[config.mk]
export PLATFORM = sky130hd
export DESIGN_NAME = mem_stage_wb_master_flat
export DESIGN_NICKNAME = d
export VERILOG_FILES = /design/src/rtl/mem_stage_wb_master_if.sv /design/src/rtl/mem_stage_wb_master.sv /design/src/flat_wrapper.sv
export SDC_FILE = /design/constraint.sdc
export NUM_CORES = 1
export LEC_CHECK = 0
export BUFFER_PORTS_ARGS = -buffer_cell sky130_fd_sc_hd__clkbuf_2
export CORE_UTILIZATION = 45
export DETAILED_ROUTE_END_ITERATION = 10
export GPL_TIMING_DRIVEN = 0
export PLACE_DENSITY = 0.77
export SLEW_MARGIN = 20
export SYNTH_ARGS = -nofsm -noshare
export SYNTH_HDL_FRONTEND = slang
export SYNTH_SLANG_ARGS = --single-unit
[constraint.sdc]
create_clock -name clk_i -period 3 [get_ports clk_i]
set_input_delay 0 -clock clk_i [delete_from_list [all_inputs] [get_ports clk_i]]
set_output_delay 0 -clock clk_i [all_outputs]
set_load 0.05 [all_outputs]
[src/rtl/mem_stage_wb_master_if.sv]
// rtl/mem_stage_wb_master_if.sv - pipeline request and Wishbone bus bundle for the MEM-stage master
interface mem_stage_wb_master_if #(
  parameter int ADDR_WIDTH = 32,
  parameter int DATA_WIDTH = 32
);
  logic                    req_valid_i;
  logic                    req_we_i;
  logic [ADDR_WIDTH-1:0]   req_addr_i;
  logic [DATA_WIDTH-1:0]   req_wdata_i;
  logic [1:0]              req_size_i;
  logic                    req_unsigned_i;
  logic                    stall_o;
  logic                    rsp_valid_o;
  logic [DATA_WIDTH-1:0]   rsp_rdata_o;
  logic                    misalign_o;
  logic                    bus_err_o;
  logic                    wb_cyc_o;
  logic                    wb_stb_o;
  logic                    wb_ack_i;
  logic                    wb_we_o;
  logic [ADDR_WIDTH-1:0]   wb_adr_o;
  logic [DATA_WIDTH-1:0]   wb_dat_o;
  logic [DATA_WIDTH-1:0]   wb_dat_i;
  logic [3:0]              wb_sel_o;

  modport master (
    input  req_valid_i, req_we_i, req_addr_i, req_wdata_i, req_size_i, req_unsigned_i,
    input  wb_ack_i, wb_dat_i,
    output stall_o, rsp_valid_o, rsp_rdata_o, misalign_o, bus_err_o,
    output wb_cyc_o, wb_stb_o, wb_we_o, wb_adr_o, wb_dat_o, wb_sel_o
  );

  modport slave (
    output req_valid_i, req_we_i, req_addr_i, req_wdata_i, req_size_i, req_unsigned_i,
    output wb_ack_i, wb_dat_i,
    input  stall_o, rsp_valid_o, rsp_rdata_o, misalign_o, bus_err_o,
    input  wb_cyc_o, wb_stb_o, wb_we_o, wb_adr_o, wb_dat_o, wb_sel_o
  );
endinterface

[src/rtl/mem_stage_wb_master.sv]
// rtl/mem_stage_wb_master.sv - MEM-stage load/store to Wishbone classic cycle master
module mem_stage_wb_master #(
  parameter int ADDR_WIDTH     = 32,
  parameter int DATA_WIDTH     = 32,
  parameter int TIMEOUT_CYCLES = 255
) (
  input logic                   clk_i,
  input logic                   rst_i,
  mem_stage_wb_master_if.master bus
);
  localparam logic [1:0] ST_IDLE = 2'b00;
  localparam logic [1:0] ST_BUS  = 2'b01;
  localparam logic [1:0] ST_RESP = 2'b10;
  localparam int         CNT_W   = $clog2(TIMEOUT_CYCLES + 1);
  localparam logic [CNT_W-1:0] CNT_LAST = CNT_W'(TIMEOUT_CYCLES - 1);

  logic [1:0]            r_state;
  logic                  r_cyc;
  logic                  r_we;
  logic [ADDR_WIDTH-1:0] r_adr;
  logic [DATA_WIDTH-1:0] r_dat;
  logic [3:0]            r_sel;
  logic [CNT_W-1:0]      r_cnt;
  logic [1:0]            r_addr_lo;
  logic [1:0]            r_size;
  logic                  r_unsigned;
  logic                  r_rsp_valid;
  logic                  r_bus_err;
  logic [DATA_WIDTH-1:0] r_rdata;

  logic                  w_idle;
  logic                  w_misalign;
  logic                  w_start;
  logic [3:0]            w_sel;
  logic [DATA_WIDTH-1:0] w_wdat;
  logic [DATA_WIDTH-1:0] w_shift;
  logic [DATA_WIDTH-1:0] w_ext;

  assign w_idle     = (r_state == ST_IDLE);
  assign w_misalign = (bus.req_size_i == 2'b11) ||
                      (bus.req_size_i == 2'b01 && bus.req_addr_i[0]) ||
                      (bus.req_size_i == 2'b10 && bus.req_addr_i[1:0] != 2'b00);
  assign w_start    = w_idle && bus.req_valid_i && !w_misalign;

  // Byte-lane selects and lane-replicated store data for the incoming request
  always_comb begin
    w_sel  = 4'b0000;
    w_wdat = bus.req_wdata_i;
    case (bus.req_size_i)
      2'b00: begin
        w_sel  = 4'b0001 << bus.req_addr_i[1:0];
        w_wdat = {4{bus.req_wdata_i[7:0]}};
      end
      2'b01: begin
        w_sel  = 4'b0011 << {bus.req_addr_i[1], 1'b0};
        w_wdat = {2{bus.req_wdata_i[15:0]}};
      end
      2'b10: w_sel = 4'b1111;
      default: w_sel = 4'b0000;
    endcase
  end

  // Bring the addressed lane down to bit 0, then mask and extend to the access size
  assign w_shift = bus.wb_dat_i >> {r_addr_lo, 3'b000};
  always_comb begin
    w_ext = w_shift;
    case (r_size)
      2'b00:   w_ext = r_unsigned ? {24'd0, w_shift[7:0]}  : {{24{w_shift[7]}}, w_shift[7:0]};
      2'b01:   w_ext = r_unsigned ? {16'd0, w_shift[15:0]} : {{16{w_shift[15]}}, w_shift[15:0]};
      default: w_ext = w_shift;
    endcase
  end

  // Request/bus/response sequencer; reset drops the bus cycle without a response
  always_ff @(posedge clk_i or posedge rst_i) begin
    if (rst_i) begin
      r_state     <= ST_IDLE;
      r_cyc       <= 1'b0;
      r_we        <= 1'b0;
      r_adr       <= '0;
      r_dat       <= '0;
      r_sel       <= 4'b0000;
      r_cnt       <= '0;
      r_addr_lo   <= 2'b00;
      r_size      <= 2'b00;
      r_unsigned  <= 1'b0;
      r_rsp_valid <= 1'b0;
      r_bus_err   <= 1'b0;
      r_rdata     <= '0;
    end else begin
      case (r_state)
        ST_IDLE: begin
          if (w_start) begin
            r_cyc      <= 1'b1;
            r_we       <= bus.req_we_i;
            r_adr      <= {bus.req_addr_i[ADDR_WIDTH-1:2], 2'b00};
            r_sel      <= w_sel;
            r_dat      <= w_wdat;
            r_cnt      <= '0;
            r_addr_lo  <= bus.req_addr_i[1:0];
            r_size     <= bus.req_size_i;
            r_unsigned <= bus.req_unsigned_i;
            r_state    <= ST_BUS;
          end
        end
        ST_BUS: begin
          if (bus.wb_ack_i) begin
            r_cyc       <= 1'b0;
            r_we        <= 1'b0;
            r_sel       <= 4'b0000;
            r_rdata     <= r_we ? '0 : w_ext;
            r_bus_err   <= 1'b0;
            r_rsp_valid <= 1'b1;
            r_state     <= ST_RESP;
          end else if (r_cnt == CNT_LAST) begin
            r_cyc       <= 1'b0;
            r_we        <= 1'b0;
            r_sel       <= 4'b0000;
            r_rdata     <= '0;
            r_bus_err   <= 1'b1;
            r_rsp_valid <= 1'b1;
            r_state     <= ST_RESP;
          end else begin
            r_cnt <= r_cnt + 1'b1;
          end
        end
        ST_RESP: begin
          r_rsp_valid <= 1'b0;
          r_bus_err   <= 1'b0;
          r_rdata     <= '0;
          r_state     <= ST_IDLE;
        end
        default: r_state <= ST_IDLE;
      endcase
    end
  end

  assign bus.stall_o     = w_start || (r_state == ST_BUS);
  assign bus.misalign_o  = w_idle && bus.req_valid_i && w_misalign;
  assign bus.rsp_valid_o = r_rsp_valid;
  assign bus.rsp_rdata_o = r_rdata;
  assign bus.bus_err_o   = r_bus_err;
  assign bus.wb_cyc_o    = r_cyc;
  assign bus.wb_stb_o    = r_cyc;
  assign bus.wb_we_o     = r_we;
  assign bus.wb_adr_o    = r_adr;
  assign bus.wb_dat_o    = r_dat;
  assign bus.wb_sel_o    = r_sel;
endmodule

[src/flat_wrapper.sv]
// flat-port wrapper written by rule: the top's interface ports become plain ports
module mem_stage_wb_master_flat 
#(
  parameter int ADDR_WIDTH     = 32,
  parameter int DATA_WIDTH     = 32,
  parameter int TIMEOUT_CYCLES = 255
)
  (clk_i, rst_i, bus_req_valid_i, bus_req_we_i, bus_req_addr_i, bus_req_wdata_i, bus_req_size_i, bus_req_unsigned_i, bus_wb_ack_i, bus_wb_dat_i, bus_stall_o, bus_rsp_valid_o, bus_rsp_rdata_o, bus_misalign_o, bus_bus_err_o, bus_wb_cyc_o, bus_wb_stb_o, bus_wb_we_o, bus_wb_adr_o, bus_wb_dat_o, bus_wb_sel_o);
  mem_stage_wb_master_if #(.ADDR_WIDTH(ADDR_WIDTH), .DATA_WIDTH(DATA_WIDTH)) bus_i ();
  input logic clk_i;
  input logic rst_i;
  input wire logic [$bits(bus_i.req_valid_i)-1:0] bus_req_valid_i;
  input wire logic [$bits(bus_i.req_we_i)-1:0] bus_req_we_i;
  input wire logic [$bits(bus_i.req_addr_i)-1:0] bus_req_addr_i;
  input wire logic [$bits(bus_i.req_wdata_i)-1:0] bus_req_wdata_i;
  input wire logic [$bits(bus_i.req_size_i)-1:0] bus_req_size_i;
  input wire logic [$bits(bus_i.req_unsigned_i)-1:0] bus_req_unsigned_i;
  input wire logic [$bits(bus_i.wb_ack_i)-1:0] bus_wb_ack_i;
  input wire logic [$bits(bus_i.wb_dat_i)-1:0] bus_wb_dat_i;
  output wire logic [$bits(bus_i.stall_o)-1:0] bus_stall_o;
  output wire logic [$bits(bus_i.rsp_valid_o)-1:0] bus_rsp_valid_o;
  output wire logic [$bits(bus_i.rsp_rdata_o)-1:0] bus_rsp_rdata_o;
  output wire logic [$bits(bus_i.misalign_o)-1:0] bus_misalign_o;
  output wire logic [$bits(bus_i.bus_err_o)-1:0] bus_bus_err_o;
  output wire logic [$bits(bus_i.wb_cyc_o)-1:0] bus_wb_cyc_o;
  output wire logic [$bits(bus_i.wb_stb_o)-1:0] bus_wb_stb_o;
  output wire logic [$bits(bus_i.wb_we_o)-1:0] bus_wb_we_o;
  output wire logic [$bits(bus_i.wb_adr_o)-1:0] bus_wb_adr_o;
  output wire logic [$bits(bus_i.wb_dat_o)-1:0] bus_wb_dat_o;
  output wire logic [$bits(bus_i.wb_sel_o)-1:0] bus_wb_sel_o;
  assign bus_i.req_valid_i = bus_req_valid_i;
  assign bus_i.req_we_i = bus_req_we_i;
  assign bus_i.req_addr_i = bus_req_addr_i;
  assign bus_i.req_wdata_i = bus_req_wdata_i;
  assign bus_i.req_size_i = bus_req_size_i;
  assign bus_i.req_unsigned_i = bus_req_unsigned_i;
  assign bus_i.wb_ack_i = bus_wb_ack_i;
  assign bus_i.wb_dat_i = bus_wb_dat_i;
  assign bus_stall_o = bus_i.stall_o;
  assign bus_rsp_valid_o = bus_i.rsp_valid_o;
  assign bus_rsp_rdata_o = bus_i.rsp_rdata_o;
  assign bus_misalign_o = bus_i.misalign_o;
  assign bus_bus_err_o = bus_i.bus_err_o;
  assign bus_wb_cyc_o = bus_i.wb_cyc_o;
  assign bus_wb_stb_o = bus_i.wb_stb_o;
  assign bus_wb_we_o = bus_i.wb_we_o;
  assign bus_wb_adr_o = bus_i.wb_adr_o;
  assign bus_wb_dat_o = bus_i.wb_dat_o;
  assign bus_wb_sel_o = bus_i.wb_sel_o;
  mem_stage_wb_master #(.ADDR_WIDTH(ADDR_WIDTH), .DATA_WIDTH(DATA_WIDTH), .TIMEOUT_CYCLES(TIMEOUT_CYCLES)) u_core (.clk_i(clk_i), .rst_i(rst_i), .bus(bus_i));
endmodule
## Word level (Yosys, flattened, before mapping)

Cells that the tools add are included.

| word-level totals | value |
|---|---|
| flip-flop bits (word level) | 117 |
| input port bits | 104 |
| output and inout port bits | 107 |
| word-level logic and storage cells | 80 |

| cells by class | value |
|---|---|
| $add $sub $neg | 1 |
| equality and inequality tests | 11 |
| shift-type cells | 3 |
| muxes and demuxes | 32 |
| reductions and logical operators | 20 |

Operators with widths:

| kind | number |
|---|---|
| $pmux W32 S2 | 3 |
| $mux W32 | 5 |
| $shr A32 B5 Y32 | 1 |
| $mux W8 | 3 |
| $pmux W8 S2 | 1 |
| $mux W4 | 3 |
| $pmux W4 S3 | 1 |
| $add A8 B1 Y8 const B | 1 |
| $eq A8 B8 Y1 const B | 1 |
| $pmux W1 S2 | 4 |
| $pmux W4 S2 | 1 |
| $mux W1 | 7 |
| $eq A2 B1 Y1 const B | 3 |
| $eq A2 B2 Y1 const B | 3 |
| $logic_not A2 Y1 | 3 |
| $mux W2 | 3 |
| $ne A2 B2 Y1 const B | 3 |
| $reduce_and A2 Y1 | 3 |
| $reduce_bool A2 Y1 | 3 |
| $logic_and A1 B1 Y1 | 5 |
| $pmux W2 S2 | 1 |
| $reduce_and A4 Y1 | 1 |
| $shl A1 B2 Y4 const A | 1 |
| $shl A2 B2 Y4 const A | 1 |
| other kinds (4) | 6 |

## Logic depth before layout (Yosys ltp)

Gate-level depths: netlist (run 1).

| logic depth | value |
|---|---|
| depth in word-level cells | 8 |
| gate-level depth with buffers | 8 |
| mapped depth without buffers | 6 |

## Worst setup path after synthesis (run 1)

Ideal clock, no wire load.

| timing | value |
|---|---|
| path type | register to output |
| start | register u_core.r_state[0] |
| end | output bus_misalign_o |
| arrival time | 2.295 ns |
| slack | 0.705 ns |
| required time | 3.000 ns |
| cell stages (with the launch flop) | 5 |
| buffers on the path | 0 |
| path through | dfrtp_1 inv_1 ha_1 inv_1 nor4_1 |

| on the way | value |
|---|---|
| word-level cells in the longest chain between the ends | 3 |

Ends and longest elaborated chain:

| element | RTL line | text |
|---|---|---|
| from (decl) | mem_stage_wb_master.sv:17 | `logic [1:0] r_state;` |
| from (signal assigned) | mem_stage_wb_master.sv:77 | `r_state <= ST_IDLE;` |
| from (signal assigned) | mem_stage_wb_master.sv:103 | `r_state <= ST_BUS;` |
| from (signal assigned) | mem_stage_wb_master.sv:114 | `r_state <= ST_RESP;` |
| $logic_not A2 Y1 | mem_stage_wb_master.sv:39 | `assign w_idle = (r_state == ST_IDLE);` |
| $logic_and A1 B1 Y1 (2 in a row) | mem_stage_wb_master.sv:139 | `assign bus.misalign_o = w_idle && bus.req_valid_i && w_misalign;` |
| to (decl) | flat_wrapper.sv:23 | `output wire logic [$bits(bus_i.misalign_o)-1:0] bus_misalign_o;` |

No other way between the ends.

## Worst setup path after layout (run 1)

| timing | value |
|---|---|
| start | register u_core.r_state[0] |
| end | output bus_stall_o |

| on the way | value |
|---|---|
| word-level cells in the longest chain between the ends | 4 |
| elaborated cells on any way between the ends | 5 |
| classes of those cells | eq/ne: 1; reduce/logical: 4 |

Ends and longest elaborated chain:

| element | RTL line | text |
|---|---|---|
| $logic_not A2 Y1 | mem_stage_wb_master.sv:39 |  |
| $logic_and A1 B1 Y1 (2 in a row) | mem_stage_wb_master.sv:43 | `assign w_start = w_idle && bus.req_valid_i && !w_misalign;` |
| $logic_or A1 B1 Y1 (*) | mem_stage_wb_master.sv:138 | `assign bus.stall_o = w_start \|\| (r_state == ST_BUS);` |
| to (decl) | flat_wrapper.sv:20 | `output wire logic [$bits(bus_i.stall_o)-1:0] bus_stall_o;` |

Mark *: on every way between the ends. The rest lies on a longest branch, timed or not.

==> impl_metrics.json, run 1 <==
{
  "syn_avg_cell_area_sq_um": 11.70,
  "grt.total_usage_pct": 29.47,
  "drtPass1Iterations": 5,
  "relSlewSlack_pct": 29.46,
  "switching_share_pct": 50.11,
  "critPathLaunchType": "register",
  "cts_tree": "done",
  "drt-met1-wl_um": 7184,
  "synth-async-reset-ratio_pct": 100.0,
  "fin_worst_skew_ns": 0.01074,
  "synth_largest_area_cell": "dfrtp_1",
  "fin_setup_tns_ns": 0,
  "power.density_nw_per_um2": 1220,
  "synth_top_family_by_area": "multiplexers",
  "io_pins": 211,
  "synth_fa_ha_area_share_pct": 1.357,
  "slew_viol_final": 0,
  "synth_edf_count": 0,
  "synth-simple-area-share_pct": 6.738,
  "start_util_pct": 46.07,
  "htreeDepth": 4,
  "antenna_found_initial": 0,
  "crit_slowest_cell": "clkbuf_1",
  "root_buffer": "clkbuf_16",
  "cpLargestDelayFamily": "buffers and inverters",
  "worstSkewPairLatency_ns": 0.42,
  "cp.required_ns": 3.00,
  "drive_gt1_share_pct": 38.90,
  "seq_area_frac_synth_pct": 52.91,
  "wire_per_inst_um": 18.83,
  "rsz0062_at_grt": "no",
  "maxCapViolations": 0,
  "vias": 5316,
  "min_path_type": "in -> reg",
  "status": "completed",
  "grt_max_degree": 35,
  "cp_max_fo": 10,
  "crit_path_frequent_cell": "clkbuf_1",
  "synth_compound_area_share_pct": 16.64,
  "cts.sinks": 117,
  "final_hold_viol_count": 0,
  "die_w_um": 112.9,
  "tightest_slew_ns": 1.054,
  "worstPathCellList": "inv_1 -> ha_1 -> o211ai_1 -> clkbuf_1 -> clkbuf_1 -> nand2_1 -> clkbuf_2",
  "synth_top_area_share_pct": 52.91,
  "cts_inserted_buffers": 17,
  "critPathBufInv": 4,
  "ys_ff_latch": 117,
  "diodes": 0,
  "hpwl_um": 11550,
  "cp-end-kind": "primary output",
  "p_switching_mw": 5.055,
  "io_buffer_count": 207,
  "finalCritPeriodShare_pct": 90.09,
  "synth-xor-area-share_pct": 0,
  "syn_inst": 473,
  "area_growth_pct": 49.42,
  "synth.most_common_cell": "dfrtp_1",
  "cts.clk_slew.worst_paths_ns": 0.05,
  "fp.dieH_um": 112.9,
  "grt_pass1_wl_um": 28700,
  "p_comb_share_pct": 52.9,
  "synthTopCellsByCount": "117 x dfrtp_1, 52 x mux2_2, 40 x mux2i_1",
  "dr_wl_met2_um": 8740,
  "netlist_area_sq_um": 5534,
  "vias_per_cell": 5.602,
  "p_leak_nw": 4.075,
  "timing.hold.ws_ns": 0.007679,
  "power_frac_clock_pct": 19.9,
  "place.gp.congestion": 0.8746,
  "antenna_left": 0,
  "arrival_ns": 2.70,
  "drcViolationCount": 0,
  "grt_pass1_vias": 5682,
  "dieArea_sq_um": 12750,
  "drt-total-wl_um": 17870,
  "period_minus_slack_ns": 2.703,
  "top_layer": "met4",
  "power_frac_seq_pct": 27.2,
  "synth-main-ff-cell": "dfrtp_1",
  "nNetsFinal": 899,
  "p_int_mw": 5.032,
  "criticalPathCategory": "reg -> out",
  "rows": 40,
  "setup_violations": 0,
  "slowest_delay_ns": 0.51,
  "synthMuxAreaShare_pct": 18.63,
  "clock_path_buffers": 2,
  "grt_overflow": 0,
  "coreArea_sq_um": 12010,
  "yosysWarnings": 0,
  "wl_met3_um": 1305,
  "drtIter0Drc": 251,
  "timing.fmax_mhz": 370.0,
  "synth_area_leaders": "dfrtp_1 53%, mux2_2 11%, mux2i_1 7.2%",
  "ys_types": 41,
  "peakVddDrop_v": 0.0008921
}
[flip-flops by register name, summed over array words and instances (netlist names), 2 cells and up]
register                cells
u_core.bus.rsp_rdata_o     32
u_core.bus.wb_adr_o        30
u_core.bus.wb_dat_o        32
u_core.bus.wb_sel_o         4
u_core.r_addr_lo            2
u_core.r_cnt                8
u_core.r_size               2
u_core.r_state              2
[metrics by stage]
stage / instances / utilization (%) / power [mW] / instance area (sq um) / worst slack [ns]
finish: 949 / 68.84 / 10.09 / 8269 / 0.2973
global route: 949 / 68.84 / 10.52 / 8269 / 0.05297
CTS: 949 / 68.84 / 9.980 / 8269 / 0.2677
detailed placement: 831 / 56.79 / 7.855 / 6822 / 0.5474
floorplan: 474 / - / 6.569 / 5542 / 0.7049
global placement: 828 / 56.29 / 7.724 / 6761 / 0.6463
[final timing paths]
check                                        start                         end  slack (ns)  cells after the start
setup / recovery                 u_core.r_state[0]                 bus_stall_o        0.30                      7
hold / removal                     bus_wb_dat_i[0]   u_core.bus.rsp_rdata_o[0]       0.008                      5
setup reg to reg                 u_core.r_state[1]  u_core.bus.rsp_rdata_o[24]        0.53                      8
hold reg to reg            u_core.bus.wb_dat_o[12]     u_core.bus.wb_dat_o[12]        0.49                      2
max in group asynchronous                    rst_i         u_core.bus.wb_cyc_o        2.02                      5
min in group asynchronous                    rst_i     u_core.bus.wb_adr_o[19]        0.20                      3
[power groups by stage]
stage / Clock, mW / Sequential, mW / Combinational [mW]
floorplan: 0 / 4.82 / 1.75
global placement: 0 / 2.66 / 5.06
detailed placement: 0 / 2.70 / 5.16
CTS: 2.03 / 2.69 / 5.26
global route: 2.11 / 2.81 / 5.61
finish: 2.01 / 2.74 / 5.33
[cells in the final DEF, fill, tap and decap left out, types with 5 or more instances in the layout]
| cell type | netlist | layout |
|---|---|---|
| clkbuf_2 | 0 | 207 |
| dfrtp_1 | 117 | 117 |
| dlygate4sd3_1 | 0 | 86 |
| mux2_2 | 52 | 52 |
| mux2i_1 | 40 | 40 |
| nand2_1 | 36 | 36 |
| o21ai_0 | 32 | 32 |
| a21oi_1 | 26 | 26 |
| o2bb2ai_1 | 23 | 23 |
| clkbuf_1 | 20 | 22 |
| nor2_1 | 21 | 21 |
| clkbuf_16 | 0 | 17 |
| a221o_1 | 16 | 16 |
| inv_1 | 10 | 9 |
| buf_2 | 6 | 6 |
| a22o_1 | 6 | 6 |
| a31oi_1 | 6 | 6 |
| ha_1 | 6 | 6 |
| nor3_1 | 5 | 5 |
| clkinvlp_4 | 0 | 5 |
[cell families (layout without fill, tap and decap cells)]
group / after synthesis / after routing
AO/OA/AOI/OAI: 130 / 130
adder cells (fa/ha/maj): 6 / 6
buffers and inverters: 45 / 373
flip-flops: 117 / 117
multiplexers: 94 / 94
other: 1 / 2
AND/OR/NAND/NOR: 80 / 80
[area by class of cell]
type                    instances  area [sq um]
repair buffers                296          1957
fillers                       830          3742
inverters                      10         41.29
flip-flops and latches        117          2928
multi-input cells             312          2407
clock buffers                  21         460.4
clock inverters                11         126.4
plain buffers                  35         165.2
well taps                     147         183.9
[worst register-to-register path: stages, from the launching register on]
cell and delay, ns:
dfrtp_1 0.37, inv_1 0.09, ha_1 0.31, nand4bb_1 0.10, clkbuf_1 0.24, nor3b_2 0.58, nor2b_1 0.20, clkbuf_1 0.30
a221o_1 0.22
[metal layers]
layer	global-route usage (%)	vias up
met5	0	-
li1	-	2372
met1	34.67	2620
met3	8.784	52
met4	15.88	0
met2	48.81	272
[what timing repair did]
item	CTS	global route
buffers inserted	0	0
hold buffers	86	0
resized for setup	0	0
hold endpoints to repair	104	0
No activity file was read; power rests on OpenSTA's default activity.
==> run 2, diff against run 1 <==
Settings changed: CORE_UTILIZATION 45 to 32, GPL_ROUTABILITY_DRIVEN from default to 0, PLACE_DENSITY 0.77 to default.
==> run 2 against run 1 <==
Net effect:
- combinational power is 2% lower
- sequential power is 1% lower
- first-iteration DRC count is 6.4% lower
- final cell count is 6.8% higher
- total power is 0.75% higher
- global-route usage is 10 points lower
- critical endpoint unchanged
- clock skew is 0.0038 ns lower
- via count is 5.2% lower
- critical path type unchanged
- sequential share of layout area is 0.35 points lower
- count of clock-buffer cells in the layout stayed put
- design area is 1.0% higher
==> impl_metrics.json, run 2 (same netlist as run 1, synthesis figures left out) <==
{
  "drtPass1Iterations": 4,
  "grt_pass1_vias": 5250,
  "timing.rr.end": "u_core.bus.rsp_rdata_o[29]",
  "cp-end-kind": "primary output",
  "setup_violations": 0,
  "maxCapViolations": 0,
  "hpwl_um": 11930,
  "fill_cells": 1507,
  "power.density_nw_per_um2": 1217,
  "start_util_pct": 33.02,
  "power_frac_seq_pct": 26.5,
  "status": "completed",
  "layout_commonest_cell": "clkbuf_2",
  "p_comb_share_pct": 51.7,
  "cts_tree": "done",
  "setup_slack_ns": 0.4029,
  "grt_pass1_wl_um": 26810,
  "cp.required_ns": 3.00,
  "coreArea_sq_um": 16760,
  "tightest_slew_ns": 0.9014,
  "slew_viol_final": 0,
  "criticalPathCategory": "reg -> out",
  "grt.total_usage_pct": 19.24,
  "cts.clk_slew.worst_paths_ns": 0.05,
  "io_pins": 211,
  "nNetsFinal": 893,
  "rows": 47,
  "arrival_ns": 2.60,
  "r2r-start": "u_core.r_state[0]",
  "p_int_mw": 5.264,
  "drcViolationCount": 0,
  "multi_input_area_sq_um": 2407,
  "hold_path_depth": 5,
  "worstSkewPairLatency_ns": 0.41,
  "fin_worst_skew_ns": 0.006923,
  "worstHoldEndpoint": "u_core.bus.rsp_rdata_o[2]",
  "vias_per_cell": 4.969,
  "min_path_type": "in -> reg",
  "sequential_cell_area_sq_um": 2928,
  "cp_max_fo": 10,
  "ff2ff_setup_slack_ns": 0.49,
  "wire_per_inst_um": 16.37,
  "rsz0062_at_grt": "no",
  "pre_cts_slack_ns": 0.4837,
  "fin_setup_tns_ns": 0,
  "io_buffer_count": 207,
  "antenna_found_initial": 0,
  "clock_path_buffers": 2,
  "peakVddDrop_v": 0.0006449,
  "switching_share_pct": 48.21,
  "critPathLaunchType": "register",
  "drive_gt1_share_pct": 39.17,
  "timing.hold.ws_ns": 0.02075,
  "relSlewSlack_pct": 39.69,
  "period_minus_slack_ns": 2.597,
  "drt-total-wl_um": 16600,
  "htreeDepth": 4,
  "dieArea_sq_um": 17820,
  "p_leak_nw": 4.086,
  "p_switching_mw": 4.900,
  "grt_overflow": 0,
  "diodes": 0,
  "vias": 5039,
  "drtIter0Drc": 235,
  "finalCritPeriodShare_pct": 86.57,
  "post-route-util_pct": 49.83,
  "reg2regPathDepth": 8,
  "grt_max_degree": 37,
  "fp.dieH_um": 133.5,
  "timing.fmax_mhz": 385.0,
  "cts.sinks": 117,
  "final_cell_mix": "208 x clkbuf_2, 117 x dfrtp_1, 80 x dlygate4sd3_1",
  "power_frac_clock_pct": 21.8,
  "min-delay-start": "bus_wb_dat_i[2]",
  "root_buffer": "clkbuf_16",
  "area_growth_pct": 50.92,
  "final_hold_viol_count": 0,
  "cts_inserted_buffers": 17,
  "die_w_um": 133.5,
  "antenna_left": 0
}
run 2: cell types whose count changed in the layout (fill, tap and decap cells not counted):
| cell | before | now |
|---|---|---|
| clkbuf_2 | 207 | 208 |
| clkinv_4 | 2 | 1 |
| dlygate4sd3_1 | 86 | 80 |
| clkinvlp_4 | 5 | 2 |
| inv_6 | 1 | 0 |
| bufinv_16 | 2 | 5 |
| clkbuf_1 | 22 | 21 |
run 2: worst max path at each step:
stage                            endpoint               from  cells past startpoint  slack (ns)
2_1_floorplan              bus_misalign_o  u_core.r_state[0]                      4        0.70
4_1_cts                       bus_stall_o  u_core.r_state[0]                      7        0.09
3_5_place_dp   u_core.bus.rsp_rdata_o[27]  u_core.r_state[0]                      8        0.48
5_1_grt                       bus_stall_o  u_core.r_state[0]                      7        0.12
6_report                      bus_stall_o  u_core.r_state[0]                      7        0.40
3_3_place_gp   u_core.bus.rsp_rdata_o[17]  u_core.r_state[1]                      8        0.56
run 2: layer usage:
metal	routed length (um)	GRT usage [%]	up-vias
li1	-	-	2368
met1	7254	23.66	2450
met2	8038	31.80	194
met3	926	4.947	27
met4	378	8.460	0
met5	0	0	-
run 2: power by group through the flow:
stage,registers (mW),logic [mW],clock network (mW)
2_1_floorplan,4.82,1.75,0
3_3_place_gp,2.68,5.12,0
3_5_place_dp,2.70,5.18,0
4_1_cts,2.70,5.26,2.25
5_1_grt,2.78,5.56,2.31
6_report,2.70,5.25,2.21
run 2: timing repair:
item,CTS,global route
hold buffers,80,0
endpoints found under the hold margin,115,0
resized for setup,0,2
buffers inserted,0,0
endpoints found under the setup margin,0,1
run 2: final cells by class:
cell class	count	share of cell area, %
clock buffer	21	5.513
sequential	117	35.06
clock inverter	9	2.112
inverter	10	0.4944
tap	220	3.296
timing repair buffer	290	22.71
buffer	35	1.993
multi-input combinational	312	28.82
run 2: metrics by stage:
stage               total power, mW  instances  area (sq um)
floorplan                     6.569        474          5542
global placement              7.792        901          6853
detailed placement            7.877        904          6913
CTS                           10.21       1014          8351
global route                  10.65       1014          8352
finish                        10.16       1014          8352
run 2: worst max-delay path, cell delays in order, from the launching register on:
cell and delay (ns):
dfrtp_1 0.37, inv_1 0.08, ha_1 0.28, o211ai_1 0.24
clkbuf_1 0.47, clkbuf_2 0.37, nand2_1 0.12, clkbuf_2 0.25
